$ cat config.mk
export PLATFORM = sky130hd
export DESIGN_NAME = seller
export DESIGN_NICKNAME = d
export VERILOG_FILES = /design/src/rtl/seller_pkg.sv /design/src/rtl/seller.sv
export SDC_FILE = /design/constraint.sdc
export NUM_CORES = 1
export LEC_CHECK = 0
export ABC_AREA = 1
export CORE_AREA = 2 2 39 41
export CTS_BUF_LIST = sky130_fd_sc_hd__clkbuf_2
export DETAILED_ROUTE_END_ITERATION = 16
export DIE_AREA = 0 0 41 43
export GPL_TIMING_DRIVEN = 0
export SLEW_MARGIN = 20
export SYNTH_ARGS = -nofsm -noshare
export SYNTH_HDL_FRONTEND = slang
export SYNTH_SLANG_ARGS = --single-unit
export TNS_END_PERCENT = 10
$ cat constraint.sdc
create_clock -name clk -period 1.2 [get_ports clk]
set_input_delay 0.24 -clock clk [delete_from_list [all_inputs] [get_ports clk]]
set_output_delay 0.24 -clock clk [all_outputs]
set_load 0.05 [all_outputs]
$ cat src/rtl/seller_pkg.sv
// Shared definitions for the seller vending controller: state encoding,
// price and coin denominations, plus a small credit decode helper.
package seller_pkg;

   // Credit states; the encoding is fixed and visible on the debug state register.
   typedef enum logic [1:0] {
      S0  = 2'b00,   // no credit
      S5  = 2'b01,   // 5 units credited
      S10 = 2'b10,   // 10 units credited
      S15 = 2'b11    // vend cycle
   } state_t;

   localparam int PRICE   = 15;
   localparam int COIN_LO = 5;
   localparam int COIN_HI = 10;

   // Credit represented by a state, used for readability of the next-state logic.
   function automatic int credit_of(input state_t s);
      case (s)
         S0:      credit_of = 0;
         S5:      credit_of = COIN_LO;
         S10:     credit_of = COIN_HI;
         default: credit_of = PRICE;
      endcase
   endfunction

endpackage : seller_pkg

$ cat src/rtl/seller.sv
// Coin-operated vending controller. Moore FSM accumulating 5/10-unit coin
// strobes; issues a one-cycle dispense when credit reaches 15 and a
// simultaneous change pulse when the vend was reached from 20 units.
module seller
   import seller_pkg::*;
(
   input  logic clk,
   input  logic rst,
   input  logic coin_5,
   input  logic coin_10,
   output logic dispense,
   output logic change
);

   // The state register keeps its plain name so it can be probed for debug.
   state_t state;
   state_t state_d;
   logic   change_flag_q;
   logic   change_flag_d;

   // Coin qualification: a 10-unit coin wins, a simultaneous 5-unit coin is dropped.
   logic take_10;
   logic take_5;

   // Decode which coin, if any, is credited this cycle.
   always_comb begin
      take_10 = coin_10;
      take_5  = coin_5 && !coin_10;
   end

   // Next-state and change-flag computation; absence of a coin holds the credit.
   always_comb begin
      state_d       = state;
      change_flag_d = change_flag_q;
      case (state)
         S0: begin
            if (take_10)
               state_d = S10;
            else if (take_5)
               state_d = S5;
         end
         S5: begin
            if (take_10) begin
               state_d       = S15;
               change_flag_d = 1'b0;
            end else if (take_5) begin
               state_d = S10;
            end
         end
         S10: begin
            // 10 + 10 overshoots the price by one coin, so a 5 is returned.
            if (take_10) begin
               state_d       = S15;
               change_flag_d = 1'b1;
            end else if (take_5) begin
               state_d       = S15;
               change_flag_d = 1'b0;
            end
         end
         default: begin
            // Vend lasts one cycle; a coin arriving now is credited as if from empty.
            change_flag_d = 1'b0;
            if (take_10)
               state_d = S10;
            else if (take_5)
               state_d = S5;
            else
               state_d = S0;
         end
      endcase
   end

   // State and change-flag registers with synchronous reset dominating coins.
   always_ff @(posedge clk) begin
      if (rst) begin
         state         <= S0;
         change_flag_q <= 1'b0;
      end else begin
         state         <= state_d;
         change_flag_q <= change_flag_d;
      end
   end

   // Moore output decode straight from registered state, so outputs are glitch-free.
   always_comb begin
      dispense = (state == S15);
      change   = (state == S15) && change_flag_q;
   end

endmodule : seller

Word level (Yosys, flattened, before mapping)
Cells that the tools add are included.
Widths: inputs -> output; s select.
- register bits: 3
- input bits: 4
- output and inout bits: 2
- logic and storage cells: 29
- equality and inequality tests: 7
- multiplexer cells: 13
- bitwise gates (word level): 1
- reduce and logical (&&, ||, !) cells: 6
- operators with widths (cell ; count):
    $mux 2 ; 7
    $ne 3x3->1 const B ; 3
    $pmux 2 s3 ; 1
    $reduce_and 3->1 ; 2
    $eq 2x2->1 const B ; 2
    $mux 1 ; 4
    $pmux 1 s3 ; 1
    $eq 2x1->1 const B ; 1
    $logic_and 1x1->1 ; 2
    $logic_not 2->1 ; 1
    $ne 2x2->1 const B ; 1
    $logic_not 1->1 ; 1
    $not 1->1 ; 1

Logic depth before layout (Yosys ltp)
Gate-level depths: netlist (run 1).
- word-level depth: 5
- gate-level depth with buffers: 8
- mapped depth without buffers: 8

Worst setup path before layout (run 1)
Ideal clock, no wire load.
- path type: register to output
- from: reg state[0]
- to: out change
- data arrival time: 1.297 ns
- data required time: 0.960 ns
- path slack: -0.337 ns
- stages on the path, launching flop included: 4
- buffers on the path: 0
- cell sequence: dfxtp_1 ha_1 nand2_1 inv_1
- longest elaborated chain between the ends: 2
- ends and longest elaborated chain (item ; line ; text):
    start, declared ; seller.sv:16 ; state_t state;
    start signal, assigned ; seller.sv:79 ; state <= state_d;
    $eq 2x2->1 ; - ;
    net dispense ; seller.sv:11 ; output logic dispense,
    $logic_and 1x1->1 ; seller.sv:87 ; change = (state == S15) && change_flag_q;
    end, declared ; seller.sv:12 ; output logic change
The timed path passes the listed nets, and every way through them passes these cells.

Final worst setup path (run 1)
- from: reg state[0]
- to: out change
- longest elaborated chain between the ends: 2
- ends and longest elaborated chain (item ; line):
    $eq 2x2->1 ; seller.sv:87
    $logic_and 1x1->1 ; seller.sv:87
Every way passes these cells.

==> results.sh, run 1 <==
export IMPL_start_util_pct=20.9
export IMPL_critical_path_max_stage_delay_ps=350
export IMPL_finalCritPeriodShare_pct=104
export IMPL_tritoncts="done"
export IMPL_min_to="change_flag_q$_SDFFE_PP0P_"
export IMPL_htree_levels=1
export IMPL_cp_top_family="flip-flops"
export IMPL_end_kind="output pin"
export IMPL_r2r_end="state[0]$_SDFFE_PP0P_"
export IMPL_fp_coreArea_um2=1380
export IMPL_violations="negative setup slack"
export IMPL_pin_count=6
export IMPL_fin_ws_ps=-44.6
export IMPL_cp_cell_sequence="ha_4, nand2_4, clkinvlp_4, buf_8"
export IMPL_yosys_warnings=0
export IMPL_fmax_mhz=803
export IMPL_slowest_stage="dfxtp_4"
export IMPL_dieWidth_um=41
export IMPL_setup_violations_final=2
export IMPL_synth_top_area_share_pct=21.6
export IMPL_pwr_share_clk_pct=16.9
export IMPL_reg2reg_slack_ps=30
export IMPL_ys_types=12
export IMPL_syn_mean_instance_area_um2=6.28
export IMPL_numCtsBuffers=3
export IMPL_grt_ovfl_total=0
export IMPL_relSlewSlack_pct=83.6
export IMPL_crit_type="register to output pin"
export IMPL_wirelength_um=552
export IMPL_remaining_drc_errors=0
export IMPL_seq_area_frac_synth_pct=20.8
export IMPL_period_needed_ps=1240
export IMPL_maxSlewViolCount=0
export IMPL_synth_nets=55
export IMPL_power_density_nw_per_um2=1880
export IMPL_syn_inst=46
export IMPL_fp_dieH_um=43
export IMPL_post_route_util_pct=30.4
export IMPL_antenna_found_initial=0
export IMPL_clk_pin_slew_ps=40
export IMPL_r2r_start="state[0]$_SDFFE_PP0P_"
export IMPL_required_ps=960
export IMPL_dp_hpwl_um=432
export IMPL_portBuffers=5
export IMPL_skew_ps=0.421
export IMPL_power_frac_seq_pct=23.9
export IMPL_combPwrFrac_pct=59.2
export IMPL_grt_pass1_vias=232
export IMPL_rsz0062_at_grt="true"
export IMPL_dp_cells=67
export IMPL_antenna_cells=0
export IMPL_via_count=276
export IMPL_drive_gt1_share_pct=37.5
export IMPL_cts_path_max_buffers=2
export IMPL_clock_latency_ps=190
export IMPL_cts_root_buffer="clkbuf_2"
export IMPL_fin_nets=66
export IMPL_synth_top_area_cell="ha_1"
export IMPL_drtAntennaViolNets=0
export IMPL_power_internal_uw=420
export IMPL_hold_violations=0
export IMPL_die_area_um2=1760
export IMPL_track_usage_pct=7.82
export IMPL_setup_tns_ps=-63.4
export IMPL_mostFrequentLayoutCell="nand2_1"
export IMPL_stdcell_count=72
export IMPL_vdd_drop_max_uv=693
export IMPL_p_sw_uw=371
export IMPL_area_growth_synth_to_final_pct=45.5
export IMPL_cp_num_buf_inv=2
export IMPL_outcome="finished, violations left"
export IMPL_first_pass_iters=3
export IMPL_worst_path_max_fanout=4
export IMPL_grt_max_degree=5
export IMPL_swShare_pct=46.9
export IMPL_crit_arrival_ps=1000
export IMPL_grt_pass1_wl_um=855
export IMPL_p_leak_nw=0.213
export IMPL_gp_congestion=0.791
export IMPL_start_kind="register"
export IMPL_drt_iter0_markers=7
export IMPL_synthTopCellsByArea="ha_1 22%, dfxtp_1 21%, nand2_1 21%"
export IMPL_worst_pin_slew_ps=247
export IMPL_mostFrequentLayoutCells="15 x nand2_1, 4 x inv_2, 4 x inv_1, 4 x nor2_1, 4 x clkbuf_2"
export IMPL_min_path_cells=2
export IMPL_hp_class="register to register"
export IMPL_fin_total_pwr_uw=791
export IMPL_synth_seq_cells=3
export IMPL_maxCapViolCount=0
export IMPL_rows=14
export IMPL_via_per_inst=3.83
export IMPL_wl_per_cell_um=7.67
export IMPL_rr_worst_depth=7
export IMPL_synth_area_um2=289
export IMPL_cts_sinks=3
export IMPL_hold_path_startpoint="change_flag_q$_SDFFE_PP0P_"
## registers in the layout (all words and copies together) (netlist names)
register       count
change_flag_q      1
state              2
## power by group through the flow
| stage | Clock, mW | Sequential (mW) | Combinational, mW |
|---|---|---|---|
| 2_1_floorplan | 0 | 0.170 | 0.363 |
| 3_3_place_gp | 0 | 0.174 | 0.436 |
| 3_5_place_dp | 0 | 0.175 | 0.441 |
| 4_1_cts | 0.141 | 0.181 | 0.438 |
| 5_1_grt | 0.143 | 0.199 | 0.526 |
| 6_report | 0.133 | 0.189 | 0.468 |
## stage by stage
| stage | hold WS, ps | worst slack [ps] | cell area [µm²] |
|---|---|---|---|
| after global placement | 450 | -552 | 375 |
| after detailed placement | 456 | -542 | 375 |
| after global routing | 521 | -78.7 | 420 |
| final | 491 | -44.6 | 420 |
| after floorplan | 309 | 4.85 | 305 |
| after CTS | 473 | -64.7 | 397 |
## cells by family after synthesis
logic type	count (synthesis)	share of synthesized area [%]
and+or+nand+nor	25	35.5
AOI/OAI and AO/OA	3	9.09
adders and majority gates	5	21.6
buffers and inverters	10	13.0
DFF	3	20.8
## Yosys cell counts
master and n:
nand3_1 3, inv_1 7, dfxtp_1 3, inv_2 2
a21oi_1 2, ha_1 5, nand2_2 1, nor2_1 4
clkinv_1 1, a21oi_4 1, nand2_1 16, nor2_2 1
## how the worst max path moves through the flow
stage,startpoint,to,slack (ps),depth (start not counted)
6_report,state[0]$_SDFFE_PP0P_,change,-40,4
5_1_grt,state[0]$_SDFFE_PP0P_,change,-80,4
4_1_cts,state[0]$_SDFFE_PP0P_,change,-60,4
3_5_place_dp,state[0]$_SDFFE_PP0P_,change,-540,4
3_3_place_gp,state[0]$_SDFFE_PP0P_,change,-550,4
2_1_floorplan,state[0]$_SDFFE_PP0P_,change,5,3
## cell type report
type / count / area, µm²
fillers: 153 / 963
multi-input cells: 33 / 216
flip-flops and latches: 3 / 65.1
repair buffers: 6 / 57.6
inverters: 10 / 41.3
clock buffers: 4 / 20.0
well taps: 16 / 20.0
## timing repair
item                       4_1_cts  5_1_grt
buffers inserted                 0        1
setup endpoints to repair        4        4
hold buffers                     0        0
pin swaps                        0        2
resized for setup               15        7
gates cloned                     0        0
## per-layer routing
metal | wire (µm) | share of wire [%] | GRT usage [%] | vias to the layer above
met2 | 287 | 52 | 10.6 | 4
met1 | 249 | 45 | 8.31 | 115
li1 | - | - | - | 157
met4 | 0 | 0 | 8.00 | 0
met5 | 0 | 0 | 0 | -
met3 | 15 | 2.7 | 3.14 | 0
## worst min-delay path, cell delays in order (launching register included)
cell and delay, ps:
dfxtp_1 320, nand2_1 70, a21oi_1 50
Power figures use the tool's default switching activity.
==> run 2: changes to the inputs <==
--- a/config.mk
+++ b/config.mk
@@ -6,8 +6,9 @@
 export NUM_CORES = 1
 export LEC_CHECK = 0
 export ABC_AREA = 1
+export ABC_CLOCK_PERIOD_IN_PS = 1200
 export CORE_AREA = 2 2 39 41
-export CTS_BUF_LIST = sky130_fd_sc_hd__clkbuf_2
+export CTS_BUF_LIST = sky130_fd_sc_hd__clkbuf_8 sky130_fd_sc_hd__clkbuf_16
 export DETAILED_ROUTE_END_ITERATION = 16
 export DIE_AREA = 0 0 41 43
 export GPL_TIMING_DRIVEN = 0
==> results.sh, run 2 (synthesized netlist as in run 1, its figures left out) <==
export IMPL_outcome="finished, violations left"
export IMPL_violations="negative setup slack"
export IMPL_drt_iter0_markers=2
export IMPL_drive_gt1_share_pct=35.7
export IMPL_antenna_cells=0
export IMPL_antenna_found_initial=0
export IMPL_setup_violations_final=2
export IMPL_fin_total_pwr_uw=935
export IMPL_rsz0062_at_grt="true"
export IMPL_grt_pass1_wl_um=890
export IMPL_dieWidth_um=41
export IMPL_first_pass_iters=2
export IMPL_crit_start="state[0]$_SDFFE_PP0P_"
export IMPL_wl_per_cell_um=7.99
export IMPL_grt_max_degree=5
export IMPL_grt_pass1_vias=237
export IMPL_numCtsBuffers=3
export IMPL_crit_type="register to output pin"
export IMPL_grt_ovfl_total=0
export IMPL_area_growth_synth_to_final_pct=54.1
export IMPL_gp_congestion=0.791
export IMPL_top_register="state"
export IMPL_mostFrequentLayoutCell="nand2_1"
export IMPL_largestRegisters="state (2), change_flag_q (1)"
export IMPL_largest_reg_flops=2
export IMPL_maxSlewViolCount=0
export IMPL_track_usage_pct=8.32
export IMPL_hold_path_startpoint="change_flag_q$_SDFFE_PP0P_"
export IMPL_r2r_start="state[0]$_SDFFE_PP0P_"
export IMPL_hold_violations=0
export IMPL_skew_ps=0.510
export IMPL_mostFrequentLayoutCells="15 x nand2_1, 5 x inv_1, 4 x inv_2, 4 x nor2_1"
export IMPL_clk_pin_slew_ps=30
export IMPL_period_needed_ps=1260
export IMPL_cts_sinks=3
export IMPL_worst_pin_slew_ps=247
export IMPL_drtAntennaViolNets=0
export IMPL_p_leak_nw=0.224
export IMPL_portBuffers=5
export IMPL_crit_arrival_ps=1020
export IMPL_rows=14
export IMPL_min_to="change_flag_q$_SDFFE_PP0P_"
export IMPL_wirelength_um=575
export IMPL_start_kind="register"
export IMPL_relSlewSlack_pct=83.6
export IMPL_worst_path_max_fanout=4
export IMPL_fmax_mhz=793
export IMPL_min_path_cells=2
export IMPL_reg2reg_slack_ps=20
export IMPL_die_area_um2=1760
export IMPL_cts_path_max_buffers=2
export IMPL_fin_nets=66
export IMPL_r2r_end="state[0]$_SDFFE_PP0P_"
export IMPL_fp_dieH_um=43
export IMPL_fp_coreArea_um2=1380
export IMPL_tritoncts="done"
export IMPL_finalCritPeriodShare_pct=105
export IMPL_htree_levels=1
export IMPL_cts_root_buffer="clkbuf_8"
export IMPL_via_count=276
export IMPL_final_fill_count=149
export IMPL_via_per_inst=3.83
export IMPL_end_kind="output pin"
export IMPL_fin_ws_ps=-61.2
export IMPL_power_density_nw_per_um2=2100
export IMPL_vdd_drop_max_uv=758
export IMPL_remaining_drc_errors=0
export IMPL_start_util_pct=20.9
export IMPL_rr_worst_depth=7
export IMPL_required_ps=960
export IMPL_place_area_um2=375
export IMPL_post_route_cell_area_um2=445
export IMPL_hp_class="register to register"
export IMPL_clock_latency_ps=210
export IMPL_dp_hpwl_um=432
export IMPL_maxCapViolCount=0
export IMPL_pin_count=6
## run 2: final cells by class
class	instances	area, µm²	share of cell area, %
Clock buffer	3	41.3	9.27
Multi-Input combinational cell	33	216	48.6
Clock inverter	1	3.75	0.843
Timing Repair Buffer	6	57.6	12.9
Tap cell	16	20.0	4.49
Sequential cell	3	65.1	14.6
Inverter	10	41.3	9.27
## run 2: repair_timing
| action | 4_1_cts | 5_1_grt |
|---|---|---|
| endpoints found under the hold margin | 0 | 0 |
| pin swaps | 0 | 3 |
| buffers inserted | 0 | 1 |
| resized for setup | 15 | 7 |
| endpoints found under the setup margin | 4 | 4 |
| hold buffers | 0 | 0 |
## run 2: critical path: stages (launching register included)
cell        delay (ps)
dfxtp_4            350
ha_4               170
nand2_4             60
clkinvlp_4          80
buf_8              150
## run 2: through the flow
| stage | TNS (ps) | hold slack (ps) | std cells | setup WS (ps) | util [%] |
|---|---|---|---|---|---|
| floorplan | 0 | 309 | 46 | 4.85 | - |
| global placement | -1270 | 450 | 67 | -552 | 27.1 |
| detailed placement | -1280 | 456 | 67 | -542 | 27.1 |
| CTS | -115 | 472 | 71 | -71.7 | 30.5 |
| global route | -318 | 523 | 72 | -94.4 | 32.2 |
| finish | -95.0 | 494 | 72 | -61.2 | 32.2 |
## run 2: power breakdown
part / internal [mW] / total (mW) / switching [mW]
clock network: 0.217 / 0.280 / 0.0624
logic: 0.185 / 0.466 / 0.281
registers: 0.145 / 0.190 / 0.0445
## run 2: how the worst max path moves through the flow
stage,cells past startpoint,slack (ps),end
after floorplan,3,5,change
after global placement,4,-550,change
after detailed placement,4,-540,change
after CTS,4,-70,change
after global routing,4,-90,change
final,4,-60,change
## run 2: routing by layer
metal	vias up	share of wire, %	routed length (µm)	GRT usage [%]
met5	-	0	0	0
met4	0	3.0	17	10.0
met3	2	3.0	17	3.14
met2	6	49	282	10.9
met1	112	45	257	8.63
li1	156	-	-	-
